### src/rtl/esm_dep_tracker_if.sv
// Allocation, completion and status bundle of the dependency tracker.
// master = instruction/issue side, slave = tracker.
interface esm_dep_tracker_if #(
    parameter int INSTR_W = 32,
    parameter int BS      = 16
);
    localparam int IW = $clog2(BS);

    logic               alloc_valid;
    logic               alloc_ready;
    logic [INSTR_W-1:0] Instr_in;
    logic               ALUSrc;
    logic               RegWrite;
    logic [IW-1:0]      alloc_idx;
    logic               complete_valid;
    logic [IW-1:0]      complete_idx;
    logic [BS-1:0]      ready_positions;
    logic [IW:0]        count;
    logic               full;
    logic               empty;

    modport master (
        output alloc_valid, Instr_in, ALUSrc, RegWrite, complete_valid, complete_idx,
        input  alloc_ready, alloc_idx, ready_positions, count, full, empty
    );

    modport slave (
        input  alloc_valid, Instr_in, ALUSrc, RegWrite, complete_valid, complete_idx,
        output alloc_ready, alloc_idx, ready_positions, count, full, empty
    );
endinterface

### src/rtl/esm_dep_tracker.sv
// Register-hazard scoreboard: allocation and completion take effect at the next edge; status is from flops only.
// Backpressure: alloc_ready drops when every slot is live; allocations while full are dropped.
module esm_dep_tracker #(
    parameter int INSTR_W   = 32,
    parameter int REGNUM    = 32,
    parameter int BS        = 16,
    parameter bit TRACK_WAW = 1'b1,
    parameter bit TRACK_WAR = 1'b0
) (
    input  logic             clk,
    input  logic             rst,
    esm_dep_tracker_if.slave io
);
    localparam int RA = $clog2(REGNUM);
    localparam int IW = $clog2(BS);

    logic [BS-1:0] live_q, live_d;
    logic [BS-1:0] uses_rs2_q, uses_rs2_d;
    logic [BS-1:0] writes_rd_q, writes_rd_d;
    logic [RA-1:0] rs1_q [BS];
    logic [RA-1:0] rs1_d [BS];
    logic [RA-1:0] rs2_q [BS];
    logic [RA-1:0] rs2_d [BS];
    logic [RA-1:0] rd_q  [BS];
    logic [RA-1:0] rd_d  [BS];
    logic [BS-1:0] dep_q [BS];
    logic [BS-1:0] dep_d [BS];

    logic [RA-1:0] rs1_new, rs2_new, rd_new;
    logic          uses_rs2_new, writes_rd_new;
    logic [BS-1:0] row_new;
    logic [BS-1:0] ready;
    logic [IW:0]   count;
    logic [IW-1:0] free_idx;
    logic          full, do_alloc, do_retire;
    logic          unused_instr;

    assign rd_new        = io.Instr_in[7 +: RA];
    assign rs1_new       = io.Instr_in[15 +: RA];
    assign rs2_new       = io.Instr_in[20 +: RA];
    assign uses_rs2_new  = !io.ALUSrc;
    assign writes_rd_new = io.RegWrite && (rd_new != '0);
    assign unused_instr  = ^io.Instr_in;

    // Descending scan leaves the lowest free index in free_idx.
    always_comb begin
        count    = '0;
        free_idx = '0;
        for (int i = BS - 1; i >= 0; i--) begin
            count = count + {{IW{1'b0}}, live_q[i]};
            if (!live_q[i]) free_idx = IW'(i);
        end
    end

    assign full = (count == (IW + 1)'(BS));

    always_comb begin
        ready = '0;
        for (int i = 0; i < BS; i++) ready[i] = live_q[i] && (dep_q[i] == '0);
    end

    // A slot retiring this cycle is excluded so the newcomer never waits on it.
    always_comb begin
        row_new = '0;
        for (int j = 0; j < BS; j++) begin
            row_new[j] = live_q[j]
                && !(io.complete_valid && io.complete_idx == IW'(j))
                && ((writes_rd_q[j] && (rd_q[j] == rs1_new || (uses_rs2_new && rd_q[j] == rs2_new)))
                    || (TRACK_WAW && writes_rd_new && writes_rd_q[j] && rd_q[j] == rd_new)
                    || (TRACK_WAR && writes_rd_new
                        && (rs1_q[j] == rd_new || (uses_rs2_q[j] && rs2_q[j] == rd_new))));
        end
    end

    always_comb begin
        live_d      = live_q;
        uses_rs2_d  = uses_rs2_q;
        writes_rd_d = writes_rd_q;
        rs1_d       = rs1_q;
        rs2_d       = rs2_q;
        rd_d        = rd_q;
        dep_d       = dep_q;
        do_retire   = io.complete_valid && live_q[io.complete_idx];
        do_alloc    = io.alloc_valid && !full;
        if (do_retire) begin
            live_d[io.complete_idx] = 1'b0;
            dep_d[io.complete_idx]  = '0;
            for (int i = 0; i < BS; i++) dep_d[i][io.complete_idx] = 1'b0;
        end
        if (do_alloc) begin
            live_d[free_idx]      = 1'b1;
            uses_rs2_d[free_idx]  = uses_rs2_new;
            writes_rd_d[free_idx] = writes_rd_new;
            rs1_d[free_idx]       = rs1_new;
            rs2_d[free_idx]       = rs2_new;
            rd_d[free_idx]        = rd_new;
            dep_d[free_idx]       = row_new;
        end
    end

    always_ff @(posedge clk) begin
        if (!rst) begin
            live_q      <= '0;
            uses_rs2_q  <= '0;
            writes_rd_q <= '0;
            for (int i = 0; i < BS; i++) begin
                rs1_q[i] <= '0;
                rs2_q[i] <= '0;
                rd_q[i]  <= '0;
                dep_q[i] <= '0;
            end
        end else begin
            live_q      <= live_d;
            uses_rs2_q  <= uses_rs2_d;
            writes_rd_q <= writes_rd_d;
            rs1_q       <= rs1_d;
            rs2_q       <= rs2_d;
            rd_q        <= rd_d;
            dep_q       <= dep_d;
        end
    end

    assign io.alloc_ready     = !full;
    assign io.alloc_idx       = free_idx;
    assign io.count           = count;
    assign io.full            = full;
    assign io.empty           = (count == '0);
    assign io.ready_positions = ready;
endmodule

### src/flat_wrapper.sv
// flat-port wrapper written by rule: the top's interface ports become plain ports
module esm_dep_tracker_flat 
#(
    parameter int INSTR_W   = 32,
    parameter int REGNUM    = 32,
    parameter int BS        = 16,
    parameter bit TRACK_WAW = 1'b1,
    parameter bit TRACK_WAR = 1'b0
)
  (clk, rst, io_alloc_valid, io_Instr_in, io_ALUSrc, io_RegWrite, io_complete_valid, io_complete_idx, io_alloc_ready, io_alloc_idx, io_ready_positions, io_count, io_full, io_empty);
  esm_dep_tracker_if #(.INSTR_W(INSTR_W), .BS(BS)) io_i ();
  input  logic clk;
  input  logic rst;
  input wire logic [$bits(io_i.alloc_valid)-1:0] io_alloc_valid;
  input wire logic [$bits(io_i.Instr_in)-1:0] io_Instr_in;
  input wire logic [$bits(io_i.ALUSrc)-1:0] io_ALUSrc;
  input wire logic [$bits(io_i.RegWrite)-1:0] io_RegWrite;
  input wire logic [$bits(io_i.complete_valid)-1:0] io_complete_valid;
  input wire logic [$bits(io_i.complete_idx)-1:0] io_complete_idx;
  output wire logic [$bits(io_i.alloc_ready)-1:0] io_alloc_ready;
  output wire logic [$bits(io_i.alloc_idx)-1:0] io_alloc_idx;
  output wire logic [$bits(io_i.ready_positions)-1:0] io_ready_positions;
  output wire logic [$bits(io_i.count)-1:0] io_count;
  output wire logic [$bits(io_i.full)-1:0] io_full;
  output wire logic [$bits(io_i.empty)-1:0] io_empty;
  assign io_i.alloc_valid = io_alloc_valid;
  assign io_i.Instr_in = io_Instr_in;
  assign io_i.ALUSrc = io_ALUSrc;
  assign io_i.RegWrite = io_RegWrite;
  assign io_i.complete_valid = io_complete_valid;
  assign io_i.complete_idx = io_complete_idx;
  assign io_alloc_ready = io_i.alloc_ready;
  assign io_alloc_idx = io_i.alloc_idx;
  assign io_ready_positions = io_i.ready_positions;
  assign io_count = io_i.count;
  assign io_full = io_i.full;
  assign io_empty = io_i.empty;
  esm_dep_tracker #(.INSTR_W(INSTR_W), .REGNUM(REGNUM), .BS(BS), .TRACK_WAW(TRACK_WAW), .TRACK_WAR(TRACK_WAR)) u_core (.clk(clk), .rst(rst), .io(io_i));
endmodule
### config.mk
export PLATFORM = sky130hd
export DESIGN_NAME = esm_dep_tracker_flat
export DESIGN_NICKNAME = d
export VERILOG_FILES = /design/src/rtl/esm_dep_tracker_if.sv /design/src/rtl/esm_dep_tracker.sv /design/src/flat_wrapper.sv
export SDC_FILE = /design/constraint.sdc
export NUM_CORES = 1
export LEC_CHECK = 0
export CAP_MARGIN = 20
export CORE_MARGIN = 5
export CORE_UTILIZATION = 25
export CTS_CLUSTER_DIAMETER = 30
export DETAILED_ROUTE_END_ITERATION = 8
export PLACE_DENSITY_LB_ADDON = 0.05
export SLEW_MARGIN = 20
export SYNTH_ARGS = -nofsm -noshare
export SYNTH_HDL_FRONTEND = slang
export SYNTH_SLANG_ARGS = --single-unit
### constraint.sdc
create_clock -name clk -period 7.23 [get_ports clk]
set_input_delay 0.723 -clock clk [delete_from_list [all_inputs] [get_ports clk]]
set_output_delay 0.723 -clock clk [all_outputs]
set_load 0.1 [all_outputs]
==> out/metrics.sh <==
OUTCOME='finished, final reports clean'
CTS_SETUP_BUFFERS=0
ROUTED-VIA-COUNT=20790
AREA.SEQUENTIAL_MM2=0.007367
MAX-SLEW-MARGIN-REL=0.2083
TIMING_MAX_TRANSITION_VIOLATIONS_FINAL=0
OVERFLOW=0
MAX_CAP_VIOL_COUNT=0
FIRST_ITER_VIOLATIONS=1893
POST_SYNTH.CELL_AREA_AVG_UM2=8.244
FIRST_GLOBAL_VIAS=20580
CLOCK_POWER_SHARE=0.663
SHARE_OF_LAYOUT_CELLS_ABOVE_DRIVE_STRENGTH_1=0.1192
INITIAL_UTILIZATION=0.2530
DRT-WIRELENGTH-PER-CELL_UM=28.26
DP_HPWL_UM=64370
SWITCHING_POWER_mW=1.883
PORT_BUFFERS=52
WL_MET3_UM=6095
CTS-RESIZED-GATES=0
INTPOWER_mW=5.670
HOLDBUFCOUNTCTS=0
SYNTH_EDF_COUNT=0
PLACE.DETAILED.INSTANCES=3538
POWER.STATIC_LEAKAGE_nW=8.829
CTS_ROOT_BUF='sky130_fd_sc_hd__clkbuf_16'
DRT_FIRST_PASS_ITERS=5
FINAL_CELL_COUNT_NO_FILL=3753
SEQUENTIAL_CELL_FRACTION_OF_TOTAL_POWER=0.271
MAPPEDNETLISTAREA_MM2=0.02120
ENDPOINT_TYPE_OF_THE_WORST_SETUP_PATH='primary output'
GRT_MAX_DEGREE=165
YS_DOMINANT_REG_CELL='sky130_fd_sc_hd__dfxtp_1'
YS_SEQ_AREA_FRAC=0.3474
WORST_IR_DROP_VDD_V=0.0002025
TIMING.SETUP.CRITICAL_PATH_CLASS='flip-flop to primary output'
CORE_AREA_MM2=0.08382
H-TREE-DEPTH=3
RSZ0062_AT_GRT='no'
FINALCRITPERIODSHARE=0.8967
CTS-BUFFERS-INSERTED=116
GRT_PASS1_WL_UM=152400
TIMING.FINAL.CRIT_PERIOD_PS=6483
POSTLAYOUTCELLAREA_MM2=0.02673
HIGHEST_LAYER='met4'
YOSYS_WARNS=0
NUMBER_OF_SETUP_VIOLATIONS_IN_THE_FINAL_REPORT=0
AREA.GROWTH.SYNTH_TO_FINAL_PCT=26.08
MAXCLOCKFREQUENCY_GHz=0.1542
HP-CLASS='flip-flop to flip-flop'
PLACE.GP.CONGESTION=0.8117
INITIAL_ANTENNA_VIOLATION_COUNT=2
SWSHARE=0.2493
TIMING.CRITICAL_PATH.ARRIVAL_PS=5760
ROW_COUNT=106
POSTROUTEWIRELENGTH_UM=106100
WORST_HOLD_SLACK_PS=440.7
CLOCK_SKEW_PS=46.74
CHIPWIDTH_UM=301.2
FILLER_CELL_COUNT=8812
CRITICAL_PATH.MAX_FANOUT=9
MULTI_INPUT_COMB_AREA_MM2=0.01276
TOTAL_NEGATIVE_SLACK_FOR_SETUP_CHECKS_PS=0
TIMING.FINAL.HOLD_VIOLATIONS=0
WORST_PIN_SLEW_PS=1177
POWER.COMBINATIONAL.FRACTION=0.066
SYNTH.DISTINCT_CELLS=68
CTS_TREE='yes'
MET2_WIRELENGTH_UM=48820
TRITONCTS_NUM_SINKS=368
CRITICAL_PATH.STARTPOINT_TYPE='flip-flop'
CHIPHEIGHT_UM=301.2
FINAL_NETS=2580
GRT_UTIL_ALL_LAYERS=0.2276
SYNTH_ASYNC_SR_FLOP_SHARE=0
CLK-INSERTION-DELAY-LATE_PS=680
FP.DIEAREA_MM2=0.09074
PLACEMENT.CELL_AREA_MM2=0.02281
CLK_PIN_SLEW_PS=40
ROUTEDLENGTHMET1_UM=47500
POWER_DENSITY_mW_PER_MM2=282.5
MAPPEDNETLISTNETS=2630
SYNTHESIZED_INSTANCE_COUNT=2572
YOSYS_REGISTER_BITS=368
POST_DRT_VIA_CELL_RATIO=5.539
REQUIRED_PS=6510
BUFFERS_FROM_CLOCK_ROOT_TO_SINK_AT_MOST=3
ANT_NETS=0
REMAINING_DRC_ERRORS=0
NUM_IO_PINS=70
[worst max-delay path, cell delays in order, from the launching register on]
cell	delay, ps
sky130_fd_sc_hd__dfxtp_1	600
sky130_fd_sc_hd__inv_1	270
sky130_fd_sc_hd__fa_1	600
sky130_fd_sc_hd__fa_1	420
sky130_fd_sc_hd__fa_1	540
sky130_fd_sc_hd__fa_1	440
sky130_fd_sc_hd__fa_1	430
sky130_fd_sc_hd__fa_1	580
sky130_fd_sc_hd__inv_1	90
sky130_fd_sc_hd__clkdlybuf4s50_1	1130
[stage by stage]
step / setup WS, ps / utilization / power [mW]
floorplan: 853.9 / - / 2.385
global placement: 1264 / 0.2719 / 2.580
detailed placement: 1166 / 0.2722 / 2.582
CTS: 675.8 / 0.3189 / 7.630
global route: 556.8 / 0.3189 / 7.780
finish: 747.0 / 0.3189 / 7.553
[power by group through the flow]
stage               logic (mW)  clock network (mW)  registers (mW)
finish                   0.497                5.01            2.05
global route             0.521                5.21            2.05
CTS                      0.498                5.08            2.05
detailed placement       0.497                   0            2.08
global placement         0.495                   0            2.08
floorplan                0.304                   0            2.08
[placed cells by master, fill, tap and decap left out, types with 56 or more instances in the layout]
master	instances
sky130_fd_sc_hd__nand2_1	78
sky130_fd_sc_hd__o211ai_1	70
sky130_fd_sc_hd__nand4_1	62
sky130_fd_sc_hd__dfxtp_1	368
sky130_fd_sc_hd__xor2_1	107
sky130_fd_sc_hd__o21ai_0	181
sky130_fd_sc_hd__nor4_1	66
sky130_fd_sc_hd__a21boi_0	280
sky130_fd_sc_hd__and3_1	61
sky130_fd_sc_hd__nand3_1	354
sky130_fd_sc_hd__buf_4	68
sky130_fd_sc_hd__clkbuf_16	116
sky130_fd_sc_hd__xnor2_1	135
sky130_fd_sc_hd__a21oi_1	56
[cells by family after synthesis]
group,share of synthesized area
AO/OA/AOI/OAI,0.2691
AND/OR/NAND/NOR,0.1976
XOR/XNOR,0.1008
buffers and inverters,0.06337
adder cells (fa/ha/maj),0.01298
flip-flops,0.3474
multiplexers,0.008674
[registers in the layout, indices dropped and copies added, names as in the netlist]
register            cells
u_core.live_q          16
u_core.dep_q          256
u_core.rd_q            80
u_core.writes_rd_q     16
[per-layer routing]
layer,GRT usage,vias to the layer above
met3,0.04211,188
met2,0.3654,723
met4,0.08037,0
met5,0,-
li1,-,9392
met1,0.3068,10480
[path summary, 6_finish.rpt]
path	depth (start not counted)	slack (ps)	end	from
hold reg to reg	2	440	u_core.dep_q[105]$_SDFF_PN0_	u_core.dep_q[105]$_SDFF_PN0_
setup / recovery	9	750	io_count[1]	u_core.live_q[0]$_SDFF_PN0_
setup reg to reg	14	1180	u_core.dep_q[216]$_SDFF_PN0_	u_core.live_q[0]$_SDFF_PN0_
hold / removal	2	440	u_core.dep_q[105]$_SDFF_PN0_	u_core.dep_q[105]$_SDFF_PN0_
[cell type report]
cell class,count,area share
clock buffer,173,0.1248
clock inverter,41,0.02172
multi-input combinational,1878,0.4772
antenna,1,0.00009361
sequential,368,0.2756
tap,1134,0.05308
inverter,32,0.004493
timing repair buffer,126,0.04306
[synth_stat cells, types with 4 or more instances]
cell type,number,area [µm²]
sky130_fd_sc_hd__a21boi_0,281,2110
sky130_fd_sc_hd__a21boi_1,22,165.2
sky130_fd_sc_hd__a21oi_1,56,280.3
sky130_fd_sc_hd__a31oi_1,11,68.82
sky130_fd_sc_hd__and2_1,10,62.56
sky130_fd_sc_hd__and3_1,62,387.9
sky130_fd_sc_hd__and3b_1,4,35.03
sky130_fd_sc_hd__and4_1,5,43.79
sky130_fd_sc_hd__buf_1,17,63.81
sky130_fd_sc_hd__buf_2,92,460.4
sky130_fd_sc_hd__clkbuf_1,183,686.9
sky130_fd_sc_hd__dfxtp_1,368,7367
sky130_fd_sc_hd__fa_1,10,200.2
sky130_fd_sc_hd__ha_1,6,75.07
sky130_fd_sc_hd__inv_1,32,120.1
sky130_fd_sc_hd__mux2_2,5,56.30
sky130_fd_sc_hd__mux2i_1,6,60.06
sky130_fd_sc_hd__nand2_1,78,292.8
sky130_fd_sc_hd__nand2b_1,6,37.54
sky130_fd_sc_hd__nand3_1,355,1777
sky130_fd_sc_hd__nand3b_1,4,30.03
sky130_fd_sc_hd__nand4_1,62,387.9
sky130_fd_sc_hd__nor2_1,53,198.9
sky130_fd_sc_hd__nor2b_1,21,131.4
sky130_fd_sc_hd__nor3_1,35,175.2
sky130_fd_sc_hd__nor4_1,67,419.2
sky130_fd_sc_hd__o2111ai_1,50,437.9
sky130_fd_sc_hd__o211ai_1,70,525.5
sky130_fd_sc_hd__o21a_1,55,412.9
sky130_fd_sc_hd__o21ai_0,182,910.9
sky130_fd_sc_hd__o221ai_1,47,411.6
sky130_fd_sc_hd__o31ai_1,9,67.56
sky130_fd_sc_hd__or3_1,16,100.1
sky130_fd_sc_hd__xnor2_1,136,1191
sky130_fd_sc_hd__xor2_1,108,945.9
(Power assumes the default switching activity.)
==> edit 1 (same settings) <==
`REGNUM` is set to 32 in 2 places; all go to 64.
--- a/src/rtl/esm_dep_tracker.sv
+++ b/src/rtl/esm_dep_tracker.sv
@@ -3,5 +3,5 @@
 module esm_dep_tracker #(
     parameter int INSTR_W   = 32,
-    parameter int REGNUM    = 32,
+    parameter int REGNUM    = 64,
     parameter int BS        = 16,
     parameter bit TRACK_WAW = 1'b1,
--- a/src/flat_wrapper.sv
+++ b/src/flat_wrapper.sv
@@ -3,5 +3,5 @@
 #(
     parameter int INSTR_W   = 32,
-    parameter int REGNUM    = 32,
+    parameter int REGNUM    = 64,
     parameter int BS        = 16,
     parameter bit TRACK_WAW = 1'b1,
Check against the original RTL: not equivalent (Yosys sat finds a counterexample within 4 cycles, from zero or initial values and one cycle with rst low).
==> edit 1 against the unedited design <==
Synthesized cell count is 5.1% higher. Routed wire length grew 5.1%. Global-route usage is 0.19 points lower. Power is 3.1% higher. Utilization down 0.61 points. Cell area rose by 5.0%. Worst setup slack got worse by 81 ps. Via count increased by 5.7%. Final cell count up 4.5%. Synthesized area grew 6.3%. Sequential cell count is 16 higher. Fmax fell by 1.2%. Worst hold slack improved by 0.75 ps. Clock power is 2% higher. Critical path type unchanged. Highest routed layer unchanged.
==> edit 1: results (changes against the unedited design) <==
[metrics] GR Util All Layers: 22.6% (-0.19 points)
[metrics] met2 routing resource usage after global routing: 36.1% (-0.42 points)
[metrics] first-iteration detailed-routing DRC count: 2000 (+5.7%)
[metrics] overall routed net length: 111000 um (+5.1%)
[metrics] via count of the first global-routing pass: 21800 (+5.8%)
[metrics] Detail Route met2 WL: 51000 um (+4.4%)
[metrics] global placer's final weighted congestion: 0.805 (-0.81%)
[metrics] DP HPWL: 66400 um (+3.2%)
[metrics] latest clock arrival within the worst-skew pair: 700 ps (+20 ps)
[metrics] leading cell types by total area after synthesis: sky130_fd_sc_hd__dfxtp_1 (34%), sky130_fd_sc_hd__nand3_1 (7.6%), sky130_fd_sc_hd__xor2_1 (7.5%)
[metrics] post-synthesis cell type count: 71 (+4.4%)
[metrics] number of cells in the design after placement: 3697 (+4.5%)
[metrics] final hold slack: 441 ps (+0.750 ps)
[metrics] sequential group share of total power: 27.5% (+0.4 points)
[metrics] clock buffer count from CTS: 121 (+4.3%)
[metrics] via/cell ratio: 5.60 (+1.2%)
[metrics] worst reg2reg setup slack: 950 ps (-230 ps)
[metrics] largest net degree at the start of global routing: 225 (+36%)
[metrics] share of layout cells above drive strength 1: 12.3% (+0.36 points)
[metrics] worst r2r dst: u_core.dep_q[78]
[metrics] mean routed wirelength per cell: 28.4 um (+0.52%)
[metrics] biggest registers after layout: u_core.dep_q (256), u_core.rd_q (96)
[metrics] # nets final: 2702 (+4.7%)
[metrics] worst-case vdd ir drop: 0.000191 V (-5.6%)
[metrics] stage delay of the slowest cell on the critical path: 630 ps (-500 ps)
[metrics] net switching fraction of the power: 25.5% (+0.58 points)
[metrics] worst reg2reg path depth: 13 (-1)
[metrics] Arrival @ worst endpoint: 5840 ps (+80 ps)
[metrics] status: finished, final reports clean
[metrics] Comb power frac: 6.9% (+0.3 points)
[metrics] post-route total power: 7.79 mW (+3.1%)
[metrics] post-route met1 wirelength: 50100 um (+5.5%)
[metrics] Crit Path Max Fanout: 11 (+2)
[metrics] cell with the biggest individual delay on the critical path: sky130_fd_sc_hd__dfxtp_1
==> edit 1: changes by cell type after synthesis, moves of 13 or more <==
cell,unedited run,this run
sky130_fd_sc_hd__a21boi_0,281,216
sky130_fd_sc_hd__a21boi_1,22,98
sky130_fd_sc_hd__buf_2,92,108
sky130_fd_sc_hd__buf_4,1,19
sky130_fd_sc_hd__dfxtp_1,368,384
sky130_fd_sc_hd__nand2_1,78,61
sky130_fd_sc_hd__nand3_1,355,341
sky130_fd_sc_hd__nor3_1,35,21
sky130_fd_sc_hd__nor4_1,67,113
sky130_fd_sc_hd__o211ai_1,70,54
sky130_fd_sc_hd__o21ai_0,182,199
sky130_fd_sc_hd__o221ai_1,47,60
sky130_fd_sc_hd__xnor2_1,136,98
sky130_fd_sc_hd__xor2_1,108,193
==> edit 1: cells by family after synthesis <==
group           after synthesis  synth area share (%)
compound gates              854                  26.8
buf+inv                     353                  6.81
flops                       384                  34.1
fa+ha+maj                    16                  1.22
xor+xnor                    291                  11.3
simple gates                793                  19.1
mux                          12                 0.666
==> edit 1: worst min-delay path: stages (launching register included) <==
cell and delay (ps):
sky130_fd_sc_hd__dfxtp_1 300, sky130_fd_sc_hd__nand3_1 60, sky130_fd_sc_hd__a21oi_1 40
==> edit 1: worst max path at each step <==
stage / to / slack (ps)
after floorplan: io_empty / 930
after global placement: u_core.dep_q[78] / 1050
after detailed placement: u_core.dep_q[78] / 960
after CTS: io_full / 600
after global routing: io_full / 470
final: io_full / 670
==> edit 1: layout make-up <==
type	instances	area [sq um]	share of cell area [%]
timing repair buffer	135	1210	4.31
clock buffer	177	3480	12.4
tap	1176	1470	5.24
antenna	2	5.00	0.0178
inverter	36	135	0.481
multi-input combinational	1966	13500	48.2
clock inverter	47	544	1.94
sequential	384	7690	27.4
==> edit 2 (config.mk and constraints unchanged) <==
Without the edit above. Make the reset (`rst`) asynchronous in one clocked block.
--- a/src/rtl/esm_dep_tracker.sv
+++ b/src/rtl/esm_dep_tracker.sv
@@ -99,5 +99,5 @@
     end
 
-    always_ff @(posedge clk) begin
+    always_ff @(posedge clk or negedge rst) begin
         if (!rst) begin
             live_q      <= '0;
Formal check against the unedited RTL: differs if rst is asserted again (counterexample within 4 cycles, from zero or initial values and one cycle with rst low); with rst held inactive, the same outputs for 4 cycles.
==> edit 2 against the unedited design <==
Routed wire length shrank 24%. Cell area shrank 4.6%. Non-clock buffer count fell by 5. Sequential cell count is the same. Worst setup slack worse by 2.4 ps. Synthesized area decreased by 7.6%. Sequential share of layout area up 8.5 points. Register-to-register slack lost 310 ps. Highest routed layer unchanged.
Power is not compared: it rests on default switching activity, and its combinational part moved more than twofold at a synthesized area within 25%.
==> edit 2: results (changes against the unedited design) <==
[metrics] post-synthesis cell type count: 54 (-21%)
[metrics] count of yosys warnings during synthesis: 0 (unchanged)
[metrics] post-cts repair resize count: 0 (unchanged)
[metrics] latest clock arrival within the worst-skew pair: 660 ps (-20 ps)
[metrics] DP HPWL: 51100 um (-21%)
[metrics] number of buffers inserted to repair setup after CTS: 0 (unchanged)
[metrics] most frequent cells after synthesis: sky130_fd_sc_hd__dfrtp_1 (368), sky130_fd_sc_hd__nand2_1 (185), sky130_fd_sc_hd__mux2i_1 (166)
[metrics] Mean Syn Cell Area: 10.3 sq um (+25%)
[metrics] Bufs on Longest Clock Path: 3 (unchanged)
[metrics] worst reg2reg path depth: 19 (+5)
[metrics] portion of the post-synthesis area used by sequential elements: 47.0% (+12 points)
[metrics] Static Leakage: 11.6 nW
[metrics] antenna violations before repair: 2 (unchanged)
[metrics] worst min-delay path class: primary input to asynchronous set/reset pin
[metrics] global placer's final weighted congestion: 0.761 (-6.2%)
[metrics] total vias in the final route: 15200 (-27%)
[metrics] first-iteration detailed-routing DRC count: 890 (-53%)
[metrics] Top Metal Used: met4
[metrics] first-pass GRT wire length: 117000 um (-23%)
[metrics] GR Util All Layers: 18.7% (-4.0 points)
[metrics] overall routed net length: 80600 um (-24%)
[metrics] # nets final: 2044 (-21%)
[metrics] final clock skew: 50.1 ps (+3.33 ps)
[metrics] biggest registers after layout: u_core.dep_q (256), u_core.rd_q (80)
[metrics] largest net degree at the start of global routing: 156 (-5.5%)
[metrics] leading cell types by total area after synthesis: sky130_fd_sc_hd__dfrtp_1 (47%), sky130_fd_sc_hd__mux2i_1 (8.5%), sky130_fd_sc_hd__xnor2_1 (6.9%)
[metrics] status: finished, final reports clean
[metrics] post-CTS clock slew at the launch and capture registers of the worst setup and hold paths: about 50 ps
[metrics] Detail Route met2 WL: 37500 um (-23%)
[metrics] worst slew slack as a fraction of its limit: 26.3% (+5.5 points)
[metrics] clock buffer count from CTS: 115 (-0.86%)
[metrics] minimum setup slack after placement: 742 ps (-424 ps)
[metrics] number of cells in the design after placement: 2908 (-18%)
[metrics] Crit Path Max Fanout: 6 (-3)
[metrics] post-route met1 wirelength: 37100 um (-22%)
[metrics] met3 wire length: 3560 um (-42%)
[metrics] share of synthesized flip-flops with an asynchronous set or reset: 100% (+100 points)
[metrics] share of layout cells above drive strength 1: 20.3% (+8.4 points)
[metrics] via/cell ratio: 4.85 (-12%)
[metrics] H-tree depth reported by CTS: 3 (unchanged)
[metrics] via count of the first global-routing pass: 16000 (-22%)
[metrics] instance area after placement: 0.0214 sq mm (-6.0%)
[metrics] # fillers: 7905 (-10%)
## edit 2: cell types whose count changed after synthesis, sizes merged, moves of 45 or more
cell | unedited run | this run
o221ai | 47 | 1
and3 | 62 | 17
o21a | 55 | 3
mux2i | 6 | 166
a21oi | 56 | 7
nand3 | 355 | 54
clkbuf | 184 | 86
dfrtp | 0 | 368
nor2 | 53 | 138
a21boi | 303 | 0
nand2 | 78 | 186
dfxtp | 368 | 0
o21ai | 183 | 126
mux2 | 5 | 90
## edit 2: area by class of cell
class                      instances  area [sq um]  share of cell area [%]
tap                             1040          1300                    5.10
timing repair buffer             121          1060                    4.14
clock buffer                     162          3360                    13.2
antenna                            2          5.00                  0.0196
inverter                          30           113                   0.441
sequential                       368          9210                    36.1
multi-input combinational       1349          9770                    38.3
clock inverter                    54           693                    2.72
## edit 2: worst max-delay path, cell delays in order, from the launching register on
cell                              delay (ps)
sky130_fd_sc_hd__dfrtp_1                 480
sky130_fd_sc_hd__inv_1                   150
sky130_fd_sc_hd__ha_1                    320
sky130_fd_sc_hd__fa_1                    480
sky130_fd_sc_hd__inv_1                    50
sky130_fd_sc_hd__fa_1                    440
sky130_fd_sc_hd__fa_1                    490
sky130_fd_sc_hd__inv_1                    50
sky130_fd_sc_hd__fa_1                    450
sky130_fd_sc_hd__fa_1                    410
sky130_fd_sc_hd__inv_1                   110
sky130_fd_sc_hd__fa_2                    240
sky130_fd_sc_hd__and2_1                  160
sky130_fd_sc_hd__o21a_2                  150
sky130_fd_sc_hd__clkdlybuf4s50_1        1130
## edit 2: path summary, 6_finish.rpt
check	start	endpoint	slack (ps)
worst max-delay path	u_core.live_q[15]	io_count[4]	740
worst min-delay path	rst	u_core.rd_q[9]	80
worst max register to register	u_core.live_q[15]	u_core.dep_q[4]	870
worst min register to register	u_core.dep_q[210]	u_core.dep_q[210]	500
max in group asynchronous	rst	u_core.dep_q[238]	5730
min in group clk	u_core.dep_q[210]	u_core.dep_q[210]	500
## edit 2: layer usage
metal	vias up	track usage (%)
met5	-	0
met4	0	6.10
met3	136	3.95
met2	373	29.8
met1	7749	25.6
li1	6903	-
## edit 2: power by group
part	switching [mW]	leakage (nW)	internal, mW
clock network	1.49	2.00	3.63
registers	0.397	4.99	2.36
logic	3.65	4.61	1.68
## edit 2: cell families after synthesis
| logic type | Yosys count | synth area share [%] |
|---|---|---|
| XOR/XNOR | 242 | 10.8 |
| flip-flops | 368 | 47.0 |
| multiplexers | 260 | 14.4 |
| adder cells (fa/ha/maj) | 17 | 1.47 |
| AO/OA/AOI/OAI | 237 | 7.60 |
| AND/OR/NAND/NOR | 593 | 14.5 |
| buffers and inverters | 183 | 4.17 |
